File: src/rtl/sega_sprite_line_engine.sv
// Sprite line comparator: scans NCH channels per line start, tests each channel's vertical window,
// steps per-line row pointers and drives up/down fetch counters onto the sprite ROM address bus.
module sega_sprite_line_engine #(
  parameter int unsigned CW  = 16,
  parameter int unsigned VW  = 8,
  parameter int unsigned NCH = 4,
  localparam int unsigned CHW = $clog2(NCH)
) (
  input  logic           i_MCLK,
  input  logic           i_RST,
  input  logic           i_CLK5MNCEN,
  input  logic [VW-1:0]  i_V,
  input  logic           i_LINE_START,
  input  logic           i_WR_EN,
  input  logic [CHW-1:0] i_WR_CH,
  input  logic [1:0]     i_WR_SEL,
  input  logic [CW-1:0]  i_WR_DATA,
  input  logic [CHW-1:0] i_FETCH_CH,
  input  logic           i_CWEN,
  input  logic           i_ONTRF,
  output logic [CW-1:0]  o_ADDR,
  output logic           o_ADDR_OE,
  output logic [NCH-1:0] o_HIT,
  output logic           o_VEN_n,
  output logic           o_SWAP,
  output logic           o_BUSY,
  output logic           o_SCAN_DONE
);

  typedef enum logic [1:0] {StIdle, StScan, StDone} state_e;

  localparam logic [CHW-1:0] IdxLast = CHW'(NCH - 1);

  logic [VW-1:0]  top_q    [NCH];
  logic [VW-1:0]  top_d    [NCH];
  logic [VW-1:0]  height_q [NCH];
  logic [VW-1:0]  height_d [NCH];
  logic [CW-1:0]  base_q   [NCH];
  logic [CW-1:0]  base_d   [NCH];
  logic [CW-1:0]  stride_q [NCH];
  logic [CW-1:0]  stride_d [NCH];
  logic [CW-1:0]  ptr_q    [NCH];
  logic [CW-1:0]  ptr_d    [NCH];
  logic [CW-1:0]  fcnt_q   [NCH];
  logic [CW-1:0]  fcnt_d   [NCH];
  logic [VW-1:0]  vlat_q, vlat_d;
  logic [CHW-1:0] idx_q, idx_d;
  logic [NCH-1:0] hit_q, hit_d;
  state_e         state_q, state_d;
  logic           busy_q, busy_d;
  logic           done_q, done_d;

  logic [VW-1:0]  scan_dist;
  logic           scan_hit;
  logic [CW-1:0]  scan_load;
  logic [CW-1:0]  fetch_cnt;

  // Scan always reads pre-write register values of the channel at idx_q.
  assign scan_dist = vlat_q - top_q[idx_q];
  assign scan_hit  = scan_dist < height_q[idx_q];
  assign scan_load = (scan_dist == '0) ? base_q[idx_q] : ptr_q[idx_q] + stride_q[idx_q];
  assign fetch_cnt = fcnt_q[i_FETCH_CH];

  always_comb begin
    top_d    = top_q;
    height_d = height_q;
    base_d   = base_q;
    stride_d = stride_q;
    ptr_d    = ptr_q;
    fcnt_d   = fcnt_q;
    vlat_d   = vlat_q;
    idx_d    = idx_q;
    hit_d    = hit_q;
    state_d  = state_q;
    if (i_CLK5MNCEN) begin
      if (i_CWEN) begin
        fcnt_d[i_FETCH_CH] = fetch_cnt[CW-1] ? fetch_cnt - 1'b1 : fetch_cnt + 1'b1;
      end
      if (i_LINE_START) begin
        vlat_d  = i_V;
        hit_d   = '0;
        idx_d   = '0;
        state_d = StScan;
      end else begin
        unique case (state_q)
          StScan: begin
            // Placed after the CWEN step so a scan load overrides it.
            if (scan_hit) begin
              ptr_d[idx_q]  = scan_load;
              fcnt_d[idx_q] = scan_load;
              hit_d[idx_q]  = 1'b1;
            end
            if (idx_q == IdxLast) state_d = StDone;
            else                  idx_d   = idx_q + 1'b1;
          end
          StDone:  state_d = StIdle;
          default: state_d = StIdle;
        endcase
      end
      if (i_WR_EN) begin
        unique case (i_WR_SEL)
          2'd0: top_d[i_WR_CH]    = i_WR_DATA[VW-1:0];
          2'd1: height_d[i_WR_CH] = i_WR_DATA[VW-1:0];
          2'd2: base_d[i_WR_CH]   = i_WR_DATA;
          2'd3: stride_d[i_WR_CH] = i_WR_DATA;
        endcase
      end
    end
    busy_d = (state_d == StScan);
    done_d = (state_d == StDone);
  end

  always_ff @(posedge i_MCLK or posedge i_RST) begin
    if (i_RST) begin
      for (int i = 0; i < NCH; i++) begin
        top_q[i]    <= '0;
        height_q[i] <= '0;
        base_q[i]   <= '0;
        stride_q[i] <= '0;
        ptr_q[i]    <= '0;
        fcnt_q[i]   <= '0;
      end
      vlat_q  <= '0;
      idx_q   <= '0;
      hit_q   <= '0;
      state_q <= StIdle;
      busy_q  <= 1'b0;
      done_q  <= 1'b0;
    end else begin
      top_q    <= top_d;
      height_q <= height_d;
      base_q   <= base_d;
      stride_q <= stride_d;
      ptr_q    <= ptr_d;
      fcnt_q   <= fcnt_d;
      vlat_q   <= vlat_d;
      idx_q    <= idx_d;
      hit_q    <= hit_d;
      state_q  <= state_d;
      busy_q   <= busy_d;
      done_q   <= done_d;
    end
  end

  assign o_ADDR      = fetch_cnt;
  assign o_ADDR_OE   = i_ONTRF;
  assign o_HIT       = hit_q;
  assign o_VEN_n     = ~|hit_q;
  assign o_SWAP      = fetch_cnt[CW-1] ^ ~i_CWEN;
  assign o_BUSY      = busy_q;
  assign o_SCAN_DONE = done_q;

endmodule
File: config.mk
export PLATFORM = sky130hd
export DESIGN_NAME = sega_sprite_line_engine
export DESIGN_NICKNAME = d
export VERILOG_FILES = /design/src/rtl/sega_sprite_line_engine.sv
export SDC_FILE = /design/constraint.sdc
export NUM_CORES = 1
export LEC_CHECK = 0
export BUFFER_PORTS_ARGS = -buffer_cell sky130_fd_sc_hd__buf_2
export CORE_UTILIZATION = 35
export DETAILED_ROUTE_END_ITERATION = 16
export HOLD_SLACK_MARGIN = 0.06
export PLACE_DENSITY = 0.54
export SLEW_MARGIN = 20
export SYNTH_ARGS = -nofsm -noshare
export SYNTH_HDL_FRONTEND = slang
export SYNTH_SLANG_ARGS = --single-unit
File: constraint.sdc
create_clock -name i_MCLK -period 25.4 [get_ports i_MCLK]
set_clock_uncertainty 0.2 [all_clocks]
set_input_delay 5.08 -clock i_MCLK [delete_from_list [all_inputs] [get_ports i_MCLK]]
set_output_delay 5.08 -clock i_MCLK [all_outputs]
set_load 0.01 [all_outputs]
==> out/results.ini, run 1 <==
[outcome]
status = completed

[power]
vdd_ir_drop_max_uv = 60.3
leakage_nw = 8.73
power_density_nw_per_um2 = 122

[yosys]
ys_seq_area_share_pct = 49.9
synth_ff_type = dfrtp_1
synth_edf_count = 0
async_reset_ff_share_pct = 100
netlist_instances = 1319
yosys-top-cells-area = dfrtp_1 50%, mux2_2 13%, mux4_2 10%
synth.most_common_cell = dfrtp_1
ys_seq_elements = 338
post_synth_num_cell_types = 70
postSynthAreaPerCell_sq_um = 12.9
synth_area_sq_um = 17000
synth_top_cell_by_area = dfrtp_1
synth_nets = 1406
synth_top_area_share_pct = 49.9
yosysWarnings = 0
synth_common_cells = 338 x dfrtp_1, 200 x mux2_2, 92 x nand2_1, 79 x mux4_2, 78 x o21ai_0

[place]
gp_congestion = 0.804
dp.cells = 1940
numPortBuffers = 59
dp_hpwl_um = 28500

[routing]
num_vias = 11000
drcViolationCount = 0
postRouteAntennaNets = 0
wl_um = 42100
avgViaCountPerCell = 5.46
drt_first_pass_iters = 5
first_iter_violations = 752
post_drt_wl_per_cell_um = 20.9

[setup_path]
critPathMostFrequentCell = buf_2
worstSetupEndpointType = output port
r2r_slack_ps = 19620
cp_slowest_cell = mux4_2
max_stage_delay_ps = 820
arrival_ps = 6770
crit_path_start_kind = input pin
critical_path.cell_chain = buf_2 > mux4_2 > xnor2_1 > buf_2
reg2reg_depth = 16
crit_type = in -> out
r2r_start = idx_q[1]
r2r-end = fcnt_q[23]
worstPathRequired_ps = 20120
worstPathMaxFanout = 20

[floorplanning]
die_h_um = 222
ios = 62
start_util_pct = 35.5
dieArea_sq_um = 49300
coreArea_sq_um = 47700
die_w_um = 222
rows = 80

[global_route]
grt_pass1_wl_um = 67700
antenna_found_initial = 5
gr-usage-all-layers_pct = 17.6
grt.overflow.total = 0
grt_pass1_vias = 11300
grt_max_degree = 130

[sta]
max_slew_margin_pct = 31.7
worst_slew_pin_slew_ps = 1020
max_freq_ghz = 0.0830
final-hold-violation-count = 0
slew_viol_final = 0
period_share_pct = 47.4
setup-tns-final_ps = 0
fin_crit_ps = 12050
setup_viol = 0
rsz0062_at_grt = false

[layout]
layout.nets = 1454
syn_to_final_growth_pct = 13.6
multiInputGateArea_sq_um = 8070
fin_cells = 2016
fill_cells = 4501
drive_gt1_share_pct = 31.7
regArea_sq_um = 8460

[clocking]
ctsResizeCount = 0
clk_latency_ps = 560
cts_made_buffers = 40
cts_tree = done
path_clk_slew_ps = 60
cts_max_path_buffers = 3
cts_max_level = 2
cts_root_buf = clkbuf_16
cts_hold_buf = 0
cts.sinks = 338
cts_setup_buffers = 0

[run]
drv_cap = 0

[min_path]
hold_depth = 1
holdPathEnd = ptr_q[9]
hold_path.class = reg -> reg
hold_path_startpoint = ptr_q[9]

[layer usage]
metal	up-vias	global-route usage (%)	wire, um
li1	5036	-	-
met1	5724	25.4	20400
met2	195	26.8	19000
met3	58	3.33	1850
met4	4	5.00	871
met5	-	0	24
[critical path, delay by kind of cell]
| kind | cells | cell delay, ps |
|---|---|---|
| xor+xnor | 1 | 230 |
| buf+inv | 2 | 620 |
| mux | 1 | 820 |
[power by group]
part	switching, mW	internal (mW)
sequential	0.104	0.686
clock	0.231	0.356
combinational	0.542	0.436
[layout by cell type, fill, tap and decap left out, types with 10 or more instances in the layout]
cell	count
dfrtp_1	336
mux2_2	200
nand2_1	92
mux4_2	79
o21ai_0	78
nor2_1	65
buf_2	59
ha_1	47
clkbuf_16	42
inv_1	36
a21o_1	35
a21oi_1	29
a221o_1	22
xnor2_1	18
buf_4	18
xor2_1	16
a22o_1	14
nand3_1	13
o221ai_1	13
clkbuf_8	11
nor2b_1	10
nor3_1	10
[layout make-up]
type	instances	share of cell area, %
inverters	38	0.779
multi-input cells	872	41.9
flip-flops and latches	338	43.9
clock buffers	60	6.38
well taps	615	3.99
repair buffers	77	2.23
diodes	3	0.0390
clock inverters	13	0.741
[metrics by stage]
stage | setup WS, ps | hold slack (ps) | power [mW] | cell area [sq um] | utilization [%]
6_report | 13350 | 272 | 2.35 | 19300 | 40.3
5_1_grt | 13260 | 290 | 2.51 | 19300 | 40.3
4_1_cts | 13320 | 277 | 2.37 | 19300 | 40.3
3_5_place_dp | 13320 | 263 | 1.77 | 17900 | 37.5
3_3_place_gp | 13370 | 256 | 1.75 | 17900 | 37.5
2_1_floorplan | 10750 | 241 | 1.50 | 17000 | -
[how the worst max path moves through the flow]
stage                        from  cells after the start   endpoint  slack, ps
floorplan                   i_RST                      1  base_q[0]      10750
global placement    i_FETCH_CH[0]                      4     o_SWAP      13370
detailed placement  i_FETCH_CH[0]                      4     o_SWAP      13320
CTS                 i_FETCH_CH[0]                      4     o_SWAP      13320
global route        i_FETCH_CH[0]                      4     o_SWAP      13260
finish              i_FETCH_CH[0]                      4     o_SWAP      13350
[sequential cells by signal, indices dropped and copies added (netlist names)]
name         count
base_q          64
fcnt_q          64
height_q        32
idx_q            2
o_BUSY           1
o_HIT            4
o_SCAN_DONE      1
ptr_q           64
state_q          2
stride_q        64
top_q           32
vlat_q           8
[cell families after synthesis]
| family | share of synthesized area [%] |
|---|---|
| and+or+nand+nor | 6.10 |
| DFF | 49.9 |
| xor gates and xnor gates | 1.76 |
| AOI/OAI and AO/OA | 10.8 |
| adders and majority gates | 3.82 |
| muxes | 25.1 |
| buffers and inverters | 2.57 |
Power figures use the tool's default switching activity.
==> inputs of run 2 (changes only) <==
--- a/config.mk
+++ b/config.mk
@@ -5,6 +5,7 @@
 export SDC_FILE = /design/constraint.sdc
 export NUM_CORES = 1
 export LEC_CHECK = 0
+export ABC_AREA = 1
 export BUFFER_PORTS_ARGS = -buffer_cell sky130_fd_sc_hd__buf_2
 export CORE_UTILIZATION = 35
 export DETAILED_ROUTE_END_ITERATION = 16
==> constraint.sdc (replaced) <==
create_clock -name i_MCLK -period 11.88 [get_ports i_MCLK]
set_clock_uncertainty 0.2 [all_clocks]
set_input_delay 2.376 -clock i_MCLK [delete_from_list [all_inputs] [get_ports i_MCLK]]
set_output_delay 2.376 -clock i_MCLK [all_outputs]
set_load 0.01 [all_outputs]
==> run 2 against run 1 <==
Sequential cell count stayed put. Routed wire length is 33% higher. Sequential power is 110% higher. Cell area is 5.1% higher. Synthesized cell count is 81% higher. Critical path depth is 4 higher. Sequential share of layout area is 2.1 points lower. Worst hold slack worse by 6.2 ps. Setup slack worse by 8200 ps. Die area is 6.5% higher. Cell count is 53% higher. Critical path type unchanged. Largest power group unchanged. Highest routed layer is now met4.
==> out/results.ini, run 2 <==
[outcome]
status = completed

[power]
power_density_nw_per_um2 = 257  ; +110%
leakage_nw = 10.1  ; +15%
vdd_ir_drop_max_uv = 177  ; +190%

[place]
gp_congestion = 0.934  ; +16%
dp_hpwl_um = 37500  ; +32%
dpl_worst_slack_ps = 5110  ; -8210 ps
dp.cells = 3009  ; +55%
numPortBuffers = 59  ; unchanged

[setup_path]
max_stage_delay_ps = 430  ; -390 ps
worstPathRequired_ps = 9300  ; -10820 ps
crit_buf_inv = 4  ; +2
critical_path.cell_chain = buf_2 > inv_1 > nand2_1 > clkinv_1 > a22oi_1 > and2_1 > xor2_1 > buf_2
crit_type = in -> out
arrival_ps = 4150  ; -2620 ps
worstSetupEndpointType = output port
critPathMostFrequentCell = buf_2
cp_slowest_cell = clkinv_1
crit_path_start_kind = input pin
worstPathMaxFanout = 10  ; -50%
critPathTopFamily = buffers and inverters

[routing]
wl_um = 56100  ; +33%
postRouteAntennaNets = 0  ; unchanged
avgViaCountPerCell = 5.23  ; -4.3%
post_drt_wl_per_cell_um = 18.2  ; -13%
drt_first_pass_iters = 5  ; unchanged
first_iter_violations = 1360  ; +81%
drcViolationCount = 0  ; unchanged
num_vias = 16100  ; +46%

[clocking]
cts_tree = done
cts_setup_buffers = 0  ; unchanged
cts.sinks = 338  ; unchanged
cts_made_buffers = 40  ; unchanged
clk_latency_ps = 580  ; +20 ps
cts_max_path_buffers = 3  ; unchanged
ctsResizeCount = 0  ; unchanged
cts_max_level = 2  ; unchanged
cts_root_buf = clkbuf_16
path_clk_slew_ps = 60  ; about the same
cts_hold_buf = 0  ; unchanged

[global_route]
antenna_found_initial = 0  ; -5
grt_max_degree = 90  ; -31%
grt_pass1_wl_um = 89000  ; +31%
met1_usage_pct = 30.0  ; +4.6 points
grt.overflow.total = 0  ; unchanged
gr-usage-met3_pct = 2.69  ; -0.64 points
gr-usage-all-layers_pct = 21.5  ; +3.9 points
grt_pass1_vias = 15500  ; +38%
busiest_layer = met2
use_met2_pct = 33.9  ; +7.0 points

[sta]
slew_viol_final = 0  ; unchanged
setup_viol = 0  ; unchanged
setup_slack_ps = 5160  ; -8190 ps
max_freq_ghz = 0.149
whs_ps = 265  ; -6.23 ps
setup-tns-final_ps = 0  ; unchanged
period_share_pct = 56.6
final-hold-violation-count = 0  ; unchanged
worst_slew_pin_slew_ps = 1030  ; +4.35 ps
rsz0062_at_grt = false
max_slew_margin_pct = 31.5  ; -0.29 points
fin_crit_ps = 6720

[run]
drv_cap = 0  ; unchanged

[floorplanning]
coreArea_sq_um = 50600  ; +5.9%
die_w_um = 229  ; +3.2%
dieArea_sq_um = 52500  ; +6.5%
rows = 82  ; +2.5%
ios = 62  ; unchanged
die_h_um = 229  ; +3.2%
start_util_pct = 35.7  ; +0.22 points

[layout]
n_antenna_cell = 0  ; -3
fill_cells = 5190  ; +15%
drive_gt1_share_pct = 7.59  ; -24 points
final_common_cell = nand2_1
layout_common_cells = 863 x nand2_1, 337 x dfrtp_1, 313 x o21ai_0
layout.nets = 2468  ; +70%
fin_cells = 3082  ; +53%
syn_to_final_growth_pct = 12.0

[yosys]
synth_edf_count = 0  ; unchanged
synth_common_cells = 867 x nand2_1, 338 x dfrtp_1, 313 x o21ai_0, 160 x nand3_1, 146 x inv_1
async_reset_ff_share_pct = 100  ; unchanged
synth_ff_type = dfrtp_1
synth_top_area_share_pct = 46.8  ; -3.1 points
ys_seq_area_share_pct = 46.8  ; -3.1 points
post_synth_num_cell_types = 43  ; -39%
yosys-top-cells-area = dfrtp_1 47%, nand2_1 18%, o21ai_0 8.7%
yosysWarnings = 0  ; unchanged
postSynthAreaPerCell_sq_um = 7.58  ; -41%
netlist_instances = 2383  ; +81%
synth_top_cell_by_area = dfrtp_1
synth_area_sq_um = 18100  ; +6.6%
synth.most_common_cell = nand2_1
ys_seq_elements = 338  ; unchanged
synth_nets = 2470  ; +76%

[min_path]
hold_path.class = reg -> reg

## run 2: cell count changes in the layout (fill, tap and decap cells not counted), sizes merged, moves of 22 or more
cell   previous run  this run
nand3            13       166
a221o            22         0
mux2            201         0
mux4             79         0
o22ai             8        31
a21o             35         1
nand2            92       873
a32o              0        27
a21oi            29        72
o21ai            80       341
nor2             65       114
inv              38       149
## run 2: report_power, final
group	switching (mW)	internal [mW]	total, mW
sequential	0.213	1.46	1.68
combinational	1.53	0.750	2.28
clock	0.509	0.734	1.24
total	2.26	2.95	5.20
## run 2: area by class of cell
class                   instances  area, sq um  area share (%)
inverters                     151          573            2.83
flip-flops and latches        338         8460            41.8
well taps                     672          841            4.15
multi-input cells            1769         8530            42.2
clock buffers                  58         1130            5.58
clock inverters                13          199           0.983
repair buffers                 81          500            2.47
## run 2: metrics by stage
step                util [%]  area (sq um)  total power [mW]
finish                  40.0         20200              5.20
detailed placement      37.3         18800              3.97
floorplan                  -         18100              3.29
global placement        37.2         18800              3.93
CTS                     39.9         20200              5.24
global route            40.0         20200              5.61
## run 2: worst reg2reg max path: cells and delay by family, from the launching register on
| family | cells | cell delay, ps |
|---|---|---|
| buffers and inverters | 4 | 1210 |
| AOI/OAI and AO/OA | 3 | 990 |
| DFF | 1 | 640 |
| and+or+nand+nor | 12 | 2490 |
| adders and majority gates | 2 | 600 |
## run 2: final timing paths
path,cells past startpoint,from,slack [ps],end
max,8,i_FETCH_CH[0],5160,o_SWAP
min,2,ptr_q[37],270,ptr_q[37]
max reg2reg,21,idx_q[0],5620,ptr_q[41]
min reg2reg,2,ptr_q[37],270,ptr_q[37]
max in group asynchronous,4,i_RST,8020,o_HIT[0]
min in group asynchronous,2,i_RST,1630,base_q[28]
## run 2: logic make-up (layout without fill, tap and decap cells)
family                   count (synthesis)  in the layout  synth area share (%)
AO/OA/AOI/OAI                          510            510                  15.9
XOR/XNOR                                13             13                 0.630
adder cells (fa/ha/maj)                 50             50                  3.59
buffers and inverters                  276            303                  6.04
flip-flops                             338            338                  46.8
AND/OR/NAND/NOR                       1196           1196                  27.0
## run 2: routing by layer
| layer | up-vias | share of wire, % | routed length, um |
|---|---|---|---|
| li1 | 7870 | - | - |
| met4 | 0 | 3.4 | 1900 |
| met5 | - | 0 | 0 |
| met2 | 438 | 46 | 25700 |
| met3 | 102 | 5.4 | 3030 |
| met1 | 7713 | 45 | 25400 |
==> inputs of run 3 (changes only) <==
--- a/config.mk
+++ b/config.mk
@@ -10,7 +10,7 @@
 export CORE_UTILIZATION = 35
 export DETAILED_ROUTE_END_ITERATION = 16
 export HOLD_SLACK_MARGIN = 0.06
-export PLACE_DENSITY = 0.54
+export PLACE_DENSITY = 0.56
 export SLEW_MARGIN = 20
 export SYNTH_ARGS = -nofsm -noshare
 export SYNTH_HDL_FRONTEND = slang
==> constraint.sdc (replaced) <==
create_clock -name i_MCLK -period 5.8 [get_ports i_MCLK]
set_clock_uncertainty 0.2 [all_clocks]
set_input_delay 1.16 -clock i_MCLK [delete_from_list [all_inputs] [get_ports i_MCLK]]
set_output_delay 1.16 -clock i_MCLK [all_outputs]
set_load 0.01 [all_outputs]
==> run 3 against run 2 <==
Core utilization down 0.16 points. Global-route usage decreased by 0.13 points. Sequential share of layout area grew 0.17 points. Setup slack got worse by 4300 ps. Cell area fell by 0.41%. Sequential cell count stayed put. Via count increased by 1.2%. First-iteration DRC count up 5.5%. Critical path type is now reg -> reg. Largest cell class unchanged.
==> out/results.ini, run 3 (synthesis results as in run 2) <==
[sta]
final-hold-violation-count = 0  ; unchanged
setup-tns-final_ps = 0  ; unchanged
setup_viol = 0  ; unchanged
max_freq_ghz = 0.201
fin_crit_ps = 4980
slew_viol_final = 0  ; unchanged
rsz0062_at_grt = false
worst_slew_pin_slew_ps = 1100  ; +70.4 ps
period_share_pct = 85.9
max_slew_margin_pct = 26.6  ; -4.9 points
whs_ps = 266  ; +0.165 ps

[floorplanning]
ios = 62  ; unchanged
coreArea_sq_um = 50600  ; unchanged
rows = 82  ; unchanged
dieArea_sq_um = 52500  ; unchanged
die_w_um = 229  ; unchanged
start_util_pct = 35.7  ; unchanged
die_h_um = 229  ; unchanged

[power]
vdd_ir_drop_max_uv = 331  ; +87%
power_density_nw_per_um2 = 524  ; +100%
leakage_nw = 10.0  ; -0.32%
finalPower_mw = 10.6  ; +100%

[routing]
wl_um = 55900  ; -0.28%
drt_first_pass_iters = 6  ; +1
avgViaCountPerCell = 5.30  ; +1.3%
wl_met1_um = 26100  ; +2.4%
drcViolationCount = 0  ; unchanged
postRouteAntennaNets = 0  ; unchanged
post_drt_wl_per_cell_um = 18.2  ; -0.18%
top_layer = met4
first_iter_violations = 1435  ; +5.5%
met3_length_um = 2580  ; -15%
wl_met2_um = 25900  ; +0.84%
num_vias = 16300  ; +1.2%

[layout]
final_common_cell = nand2_1
n_antenna_cell = 0  ; unchanged
fill_cells = 5255  ; +1.3%
syn_to_final_growth_pct = 11.6
regArea_sq_um = 8460  ; unchanged
layout_common_cells = 862 x nand2_1, 337 x dfrtp_1, 313 x o21ai_0
layout.nets = 2469  ; +0.041%
drive_gt1_share_pct = 7.48  ; -0.12 points
multiInputGateArea_sq_um = 8530  ; about the same

[global_route]
grt_max_degree = 167  ; +86%
antenna_found_initial = 0  ; unchanged
grt_pass1_wl_um = 89000  ; about the same
gr-usage-all-layers_pct = 21.4  ; -0.13 points
grt_pass1_vias = 15400  ; -0.78%
grt.overflow.total = 0  ; unchanged

[clocking]
cts_tree = done
clk_latency_ps = 570  ; about the same
cts_max_path_buffers = 3  ; unchanged
cts_max_level = 2  ; unchanged
cts_hold_buf = 0  ; unchanged
cts_made_buffers = 39  ; -2.5%
cts_root_buf = clkbuf_16
path_clk_slew_ps = 60  ; about the same
cts.sinks = 338  ; unchanged
cts_setup_buffers = 0  ; unchanged
ctsResizeCount = 0  ; unchanged

[setup_path]
worstSetupEndpointType = flip-flop
worstPathMaxFanout = 131  ; +121
crit_path_start_kind = flip-flop
worstPathRequired_ps = 6010  ; -3290 ps
arrival_ps = 5190  ; +1040 ps
r2r_start = idx_q[0]
crit_start = idx_q[0]
crit_type = reg -> reg
reg2reg_depth = 22  ; +4.8%

[run]
drv_cap = 0  ; unchanged

[min_path]
hold_path_startpoint = ptr_q[63]
hold_path.class = reg -> reg
hold_depth = 2  ; unchanged

[outcome]
status = completed

[place]
dp_hpwl_um = 37600  ; +0.24%
numPortBuffers = 59  ; unchanged
gp_congestion = 0.911  ; -2.5%

[run 3: cell count changes in the layout (fill, tap and decap cells not counted), sizes merged]
| cell | delta |
|---|---|
| buf | +2 |
| clkinv | -2 |
| bufinv | -1 |
| clkbuf | -1 |
| inv | -1 |
[run 3: final timing paths]
check | slack, ps | end
setup / recovery | 820 | ptr_q[28]
hold / removal | 270 | ptr_q[63]
setup reg to reg | 820 | ptr_q[28]
hold reg to reg | 270 | ptr_q[63]
max in group asynchronous | 3590 | idx_q[0]
min in group asynchronous | 470 | stride_q[27]
[run 3: area by class of cell]
cell class | count | share of cell area (%)
inverters | 151 | 2.84
clock buffers | 57 | 5.58
multi-input cells | 1769 | 42.3
flip-flops and latches | 338 | 42.0
repair buffers | 83 | 2.55
clock inverters | 9 | 0.546
well taps | 672 | 4.17
[run 3: power breakdown]
group | internal, mW | switching [mW]
sequential | 3.00 | 0.399
clock | 1.43 | 0.994
combinational | 1.56 | 3.17
[run 3: through the flow]
stage	utilization [%]	setup slack, ps	instances	area (sq um)
4_1_cts	39.8	930	3079	20100
3_5_place_dp	37.4	398	3013	18900
6_report	39.8	819	3079	20200
3_3_place_gp	37.4	392	3013	18900
5_1_grt	39.8	505	3079	20200
2_1_floorplan	-	-78.6	2383	18100
[run 3: worst max-delay path, stage by stage, from the launching register on]
cell      delay [ps]
dfrtp_4          440
buf_12           410
nand2_1          110
a32o_1           280
ha_1             370
nand2_1          100
nor2_1           140
nand2_1           80
nand2_1           80
nand3_1          110
nand2_4          170
inv_1             60
ha_1             300
nand2_1           90
nor2_1            60
a211oi_2         450
nand3_2          120
buf_4            240
nor2_2           100
buf_4            210
inv_1            330
nand2_1          140
o21ai_1           70
[run 3: routing by layer]
layer | track usage [%] | vias up
met5 | 0 | -
met1 | 30.7 | 7930
met2 | 33.8 | 437
met4 | 6.63 | 0
met3 | 2.20 | 90
li1 | - | 7863
